===== config.mk =====
export PLATFORM = sky130hd
export DESIGN_NAME = ones_thermo_gen_d_flat
export DESIGN_NICKNAME = d
export VERILOG_FILES = /design/src/rtl/ones_count_pkg.sv /design/src/rtl/ones_thermo_gen_d_if.sv /design/src/rtl/ones_thermo_gen_d.sv /design/src/flat_wrapper.sv
export SDC_FILE = /design/constraint.sdc
export NUM_CORES = 1
export LEC_CHECK = 0
export CAP_MARGIN = 20
export CORE_MARGIN = 8
export CORE_UTILIZATION = 52
export CTS_CLUSTER_SIZE = 40
export DETAILED_ROUTE_END_ITERATION = 7
export DONT_BUFFER_PORTS = 1
export PLACE_DENSITY = 0.71
export SLEW_MARGIN = 25
export SYNTH_ARGS = -nofsm -noshare
export SYNTH_HDL_FRONTEND = slang
export SYNTH_SLANG_ARGS = --single-unit

===== constraint.sdc =====
create_clock -name clk -period 1.2 [get_ports clk]
set_input_delay 0.24 -clock clk [delete_from_list [all_inputs] [get_ports clk]]
set_output_delay 0.24 -clock clk [all_outputs]
set_load 0.02 [all_outputs]

===== src/rtl/ones_count_pkg.sv =====
// Shared definitions for the serial ones-counter and its thermometer-code inverse.
// The state encoding is common to both blocks so traces read the same way.
package ones_count_pkg;

  localparam int DEFAULT_DATA_WIDTH  = 4;
  localparam int DEFAULT_COUNT_WIDTH = 3;

  localparam logic [1:0] IDLE  = 2'd0;
  localparam logic [1:0] SHIFT = 2'd1;
  localparam logic [1:0] DONE  = 2'd2;

  typedef enum logic [1:0] {
    ST_IDLE  = IDLE,
    ST_SHIFT = SHIFT,
    ST_DONE  = DONE
  } state_e;

endpackage


===== src/rtl/ones_thermo_gen_d_if.sv =====
// Start/busy/done request bus of the thermometer generator.
// The master issues counts; the slave returns the expanded mask.
interface ones_thermo_gen_d_if
  import ones_count_pkg::*;
#(
  parameter int data_width  = DEFAULT_DATA_WIDTH,
  parameter int count_width = DEFAULT_COUNT_WIDTH
);

  logic                   start;
  logic [count_width-1:0] bit_count;
  logic [data_width-1:0]  data;
  logic                   busy;
  logic                   done;
  logic                   sat;

  modport master (
    output start, bit_count,
    input  data, busy, done, sat
  );

  modport slave (
    input  start, bit_count,
    output data, busy, done, sat
  );

endinterface


===== src/rtl/ones_thermo_gen_d.sv =====
// Expands a ones count into an LSB-justified thermometer mask, one bit per clock.
// Counts above data_width are clamped to an all-ones word and flagged on sat.
module ones_thermo_gen_d
  import ones_count_pkg::*;
#(
  parameter int data_width  = DEFAULT_DATA_WIDTH,
  parameter int count_width = DEFAULT_COUNT_WIDTH
) (
  input  logic                clk,
  input  logic                reset,
  ones_thermo_gen_d_if.slave  bus
);

  // Widened by one bit so a data_width equal to 2^count_width still compares correctly.
  localparam logic [count_width:0] DW_EXT = (count_width + 1)'(data_width);

  state_e                 state_q, state_d;
  logic [count_width-1:0] remaining_q, remaining_d;
  logic [data_width-1:0]  temp_q, temp_d;
  logic                   flag_q, flag_d;
  logic [data_width-1:0]  data_q, data_d;
  logic                   sat_q, sat_d;
  logic                   done_q, done_d;

  logic [count_width:0]   req_ext;
  logic                   req_over;
  logic [count_width-1:0] req_k;

  assign req_ext  = {1'b0, bus.bit_count};
  assign req_over = req_ext > DW_EXT;
  assign req_k    = req_over ? DW_EXT[count_width-1:0] : bus.bit_count;

  // NOTE: every signal gets its hold value before the case, so no path leaves one unassigned and no latch is inferred.
  always_comb begin
    state_d     = state_q;
    remaining_d = remaining_q;
    temp_d      = temp_q;
    flag_d      = flag_q;
    data_d      = data_q;
    sat_d       = sat_q;
    done_d      = 1'b0;

    unique case (state_q)
      ST_IDLE: begin
        if (bus.start) begin
          remaining_d = req_k;
          flag_d      = req_over;
          temp_d      = '0;
          state_d     = (req_k != '0) ? ST_SHIFT : ST_DONE;
        end
      end
      ST_SHIFT: begin
        temp_d      = {temp_q[data_width-2:0], 1'b1};
        remaining_d = remaining_q - count_width'(1);
        if (remaining_q == count_width'(1)) state_d = ST_DONE;
      end
      ST_DONE: begin
        data_d  = temp_q;
        sat_d   = flag_q;
        done_d  = 1'b1;
        state_d = ST_IDLE;
      end
      default: state_d = ST_IDLE;
    endcase
  end

  // NOTE: registers use non-blocking assignments so every flop samples the pre-edge values of the others.
  always_ff @(posedge clk or posedge reset) begin
    if (reset) begin
      state_q     <= ST_IDLE;
      remaining_q <= '0;
      temp_q      <= '0;
      flag_q      <= 1'b0;
      data_q      <= '0;
      sat_q       <= 1'b0;
      done_q      <= 1'b0;
    end else begin
      state_q     <= state_d;
      remaining_q <= remaining_d;
      temp_q      <= temp_d;
      flag_q      <= flag_d;
      data_q      <= data_d;
      sat_q       <= sat_d;
      done_q      <= done_d;
    end
  end

  assign bus.data = data_q;
  assign bus.sat  = sat_q;
  assign bus.done = done_q;
  assign bus.busy = (state_q != ST_IDLE);

endmodule


===== src/flat_wrapper.sv =====
// flat-port wrapper written by rule: the top's interface ports become plain ports
module ones_thermo_gen_d_flat import ones_count_pkg::*;
#(
  parameter int data_width  = DEFAULT_DATA_WIDTH,
  parameter int count_width = DEFAULT_COUNT_WIDTH
)
  (clk, reset, bus_start, bus_bit_count, bus_data, bus_busy, bus_done, bus_sat);
  ones_thermo_gen_d_if #(.data_width(data_width), .count_width(count_width)) bus_i ();
  input  logic clk;
  input  logic reset;
  input wire logic [$bits(bus_i.start)-1:0] bus_start;
  input wire logic [$bits(bus_i.bit_count)-1:0] bus_bit_count;
  output wire logic [$bits(bus_i.data)-1:0] bus_data;
  output wire logic [$bits(bus_i.busy)-1:0] bus_busy;
  output wire logic [$bits(bus_i.done)-1:0] bus_done;
  output wire logic [$bits(bus_i.sat)-1:0] bus_sat;
  assign bus_i.start = bus_start;
  assign bus_i.bit_count = bus_bit_count;
  assign bus_data = bus_i.data;
  assign bus_busy = bus_i.busy;
  assign bus_done = bus_i.done;
  assign bus_sat = bus_i.sat;
  ones_thermo_gen_d #(.data_width(data_width), .count_width(count_width)) u_core (.clk(clk), .reset(reset), .bus(bus_i));
endmodule

==> metrics.log <==
[metrics] leading cell types in the layout, fill and taps excluded: sky130_fd_sc_hd__dfrtp_1 (15), sky130_fd_sc_hd__buf_4 (10), sky130_fd_sc_hd__inv_1 (7)
[metrics] Wirelength per Cell: 16.36 um
[metrics] final setup violation count: 2
[metrics] Row Count: 13
[metrics] time the final worst path needs with I/O delays and setup: 1.330 ns
[metrics] VDD IR max: 1.333 mV
[metrics] Clk Latency, worst-skew pair: 0.28 ns
[metrics] number of synthesized register bits: 16
[metrics] type of the worst setup path: flip-flop to flip-flop
[metrics] CTS Root Buffer Type: sky130_fd_sc_hd__clkbuf_4
[metrics] post-route clock period utilization: 1.108
[metrics] critical path cell sequence: buf_4 -> or4_4 -> a21oi_2
[metrics] sum of routed wire length over all layers: 1505 um
[metrics] initial core utilization: 0.5538
[metrics] P per Cell Area: 2607 mW/mm2
[metrics] cell area reported after detailed placement: roughly 800 um2
[metrics] area inside the core boundary: 0.001301 mm2
[metrics] share of layout cells above drive strength 1: 0.3377
[metrics] slowest stage cell on the critical path: sky130_fd_sc_hd__or4_4
[metrics] buffer depth of the longest clock path: 2
[metrics] Seq/Total Area, Yosys: 0.5556
[metrics] Net count, final: a little under 90
[metrics] most common cell after layout, fill and taps aside: sky130_fd_sc_hd__dfrtp_1
[metrics] diodes inserted: 0
[metrics] final worst-path setup slack: -0.1298 ns
[metrics] total global routing overflow: 0
[metrics] wire length of the first global-routing pass: 2428 um
[metrics] max_cap viols: 0
[metrics] Post-Synthesis Cell Area: 720.7 um2
[metrics] total number of vias: 530
[metrics] post-DR vias/cell: roughly 5.8
[metrics] antenna violations before repair: 0
[metrics] io pins: 13
[metrics] final-report max-slew violation count: 0
[metrics] highest clock frequency the design can meet: 752.0 MHz
[metrics] clock-pin slew on the worst setup and hold paths: 0.09 ns
[metrics] actual slew at the worst max-slew pin: 0.2980 ns
[metrics] GP Congestion: 0.7845
[metrics] post-route setup TNS: -0.2374 ns
[metrics] Final Skew: 0.01197 ns
[metrics] Num Clock Sinks: 16
[metrics] count of yosys warnings during synthesis: 0
[metrics] leakage power of the design: 0.0004089 uW
[metrics] total CTS buffers: 3
[metrics] Fillers: 104
[metrics] Slew HR: 0.7988
[metrics] TritonCTS clock tree: built
[metrics] biggest fanout along the worst timing path: 4
[metrics] violated checks: setup timing
[metrics] Design Area, Final: around 860 um2
[metrics] Worst Hold Class: primary input to flip-flop
[metrics] cell type group with the largest total delay on the critical path: simple AND/OR/NAND/NOR gates
[metrics] critical path launch point: u_core.state_q[0]
[metrics] crit path capture type: flip-flop
[metrics] number of I/O port buffers: 0
[metrics] top cell type by total area after synthesis: sky130_fd_sc_hd__dfrtp_1
[metrics] sum of buffers and inverters on the critical path: 1
[metrics] synthesized instance count: between 60 and 70
[metrics] outcome: finished, violations left
[metrics] area of the die: 0.002833 mm2
[metrics] first-pass iteration count of the detailed router: 4
[metrics] total track usage: 0.1147
[metrics] longest individual stage delay on the worst path: ~0.54 ns
[metrics] required time at the endpoint of the critical path: 1.41 ns
[metrics] Die Ht: 53.23 um
[metrics] remaining routing DRC violations: 0
[metrics] width of the die: 53.23 um
[metrics] violation count after the first detailed-routing iteration: 17
[metrics] Post-Synthesis Net Count: 73
[metrics] unrepaired setup endpoints after global routing: yes
[metrics] H-Tree Level Count: 1
[metrics] Post-Synthesis Mean Instance Area: 11.09 um2
[metrics] number of unique standard cell types used by synthesis: 23
[metrics] area share of the largest cell type after synthesis: 0.5556
[metrics] layout overhead on the synthesized area: 18.92%
[metrics] kind of start point of the critical path: flip-flop
[metrics] number of antenna-violating nets in the routed design: 0
[metrics] DP Wirelength: 1066 um
[metrics] cell types with the largest area share after synthesis: sky130_fd_sc_hd__dfrtp_1 (56%), sky130_fd_sc_hd__mux2_2 (7.8%), sky130_fd_sc_hd__o21ai_0 (4.9%), sky130_fd_sc_hd__inv_1 (4.2%), sky130_fd_sc_hd__a22o_1 (3.6%)
[metrics] hold path startpoint: bus_bit_count[2]
[metrics] critical register-to-register path startpoint: u_core.state_q[0]
[metrics] arrival time of data at the critical path endpoint: 1.54 ns
[metrics] number of global-route vias before repair: 535
[metrics] pin count of the biggest net entering global routing: 17
[metrics] final hold violation count: 0
[metrics] WHS: between 0.1 and 0.15 ns
==> cells by family (layout without fill, tap and decap cells) <==
group	count (synthesis)	count (layout)	synth area share
AND/OR/NAND/NOR	12	12	0.09723
buffers and inverters	10	22	0.05381
adder cells (fa/ha/maj)	2	2	0.03472
multiplexers	5	5	0.07812
AO/OA/AOI/OAI	20	20	0.1806
flip-flops	16	16	0.5556
==> repair_timing <==
action / CTS / global route
gates resized for setup: 2 / 7
endpoints found under the setup margin: 2 / 7
hold endpoints to repair: 16 / 0
buffers inserted: 1 / 0
hold buffers: 1 / 0
pin swaps: 1 / 1
==> layout make-up <==
cell class | count | area (um2) | area share
Inverter | 8 | 30.03 | 0.03504
Multi-Input combinational cell | 39 | 299.0 | 0.3489
Clock buffer | 3 | 22.52 | 0.02628
Tap cell | 15 | 18.77 | 0.02190
Sequential cell | 16 | 401.6 | 0.4686
Timing Repair Buffer | 11 | 85.08 | 0.09927
==> through the flow <==
| stage | power (uW) | worst slack, ns | util | instances |
|---|---|---|---|---|
| final | 2235 | -0.1298 | 0.6587 | 92 |
| after global routing | 2399 | -0.1499 | 0.6587 | 92 |
| after CTS | 2221 | -0.1122 | 0.6481 | 92 |
| after detailed placement | 1896 | 0.01207 | 0.6135 | 87 |
| after global placement | 1855 | 0.04402 | 0.6135 | 87 |
| after floorplan | 1584 | 0.02790 | - | 65 |
==> per-layer routing <==
metal  global-route usage  routed length [um]  vias up  share of wire
met3              0.03081                 102        2          0.068
met2               0.1934                 780       13           0.52
li1                     -                   -      249              -
met5                    0                   0        -              0
met1               0.1320                 615      266           0.41
met4              0.05042                   6        0         0.0040
==> cells in the mapped netlist <==
master / count
sky130_fd_sc_hd__a22o_1: 3
sky130_fd_sc_hd__nand2_1: 3
sky130_fd_sc_hd__or2_2: 1
sky130_fd_sc_hd__o311ai_0: 1
sky130_fd_sc_hd__o21ai_0: 7
sky130_fd_sc_hd__o22a_1: 2
sky130_fd_sc_hd__ha_1: 2
sky130_fd_sc_hd__nor2_1: 1
sky130_fd_sc_hd__nor4bb_1: 1
sky130_fd_sc_hd__nand3_1: 1
sky130_fd_sc_hd__o21bai_1: 1
sky130_fd_sc_hd__dfrtp_1: 16
sky130_fd_sc_hd__nand2b_1: 2
sky130_fd_sc_hd__or3_1: 1
sky130_fd_sc_hd__o31ai_1: 1
sky130_fd_sc_hd__clkbuf_1: 1
sky130_fd_sc_hd__buf_2: 1
sky130_fd_sc_hd__mux2_2: 5
sky130_fd_sc_hd__or4_1: 1
sky130_fd_sc_hd__or2b_1: 1
sky130_fd_sc_hd__a21oi_1: 4
sky130_fd_sc_hd__o21a_1: 1
sky130_fd_sc_hd__inv_1: 8
==> where the power goes <==
part	internal [uW]	switching, uW
sequential	778	269
combinational	499	419
clock	116	153
==> worst reg2reg max path, stage by stage, from the launching register on <==
cell	delay [ns]
sky130_fd_sc_hd__dfrtp_1	0.39
sky130_fd_sc_hd__buf_4	0.15
sky130_fd_sc_hd__or4_4	0.54
sky130_fd_sc_hd__a21oi_2	0.18
==> final timing paths <==
path | endpoint | slack [ns] | cells past startpoint
min reg2reg | u_core.remaining_q[1] | 0.50 | 2
max | u_core.state_q[1] | -0.13 | 3
min | u_core.flag_q | 0.12 | 2
max in group asynchronous | u_core.state_q[1] | 0.61 | 3
max reg2reg | u_core.state_q[1] | -0.13 | 3
min in group asynchronous | u_core.bus.data[1] | 0.40 | 3
==> registers in the layout, summed over array words and instances (netlist names) <==
register / flops
u_core.bus.done: 1
u_core.flag_q: 1
u_core.temp_q: 4
u_core.state_q: 2
u_core.remaining_q: 3
u_core.bus.sat: 1
u_core.bus.data: 4
Note: power is estimated with default switching activity, not from simulation.
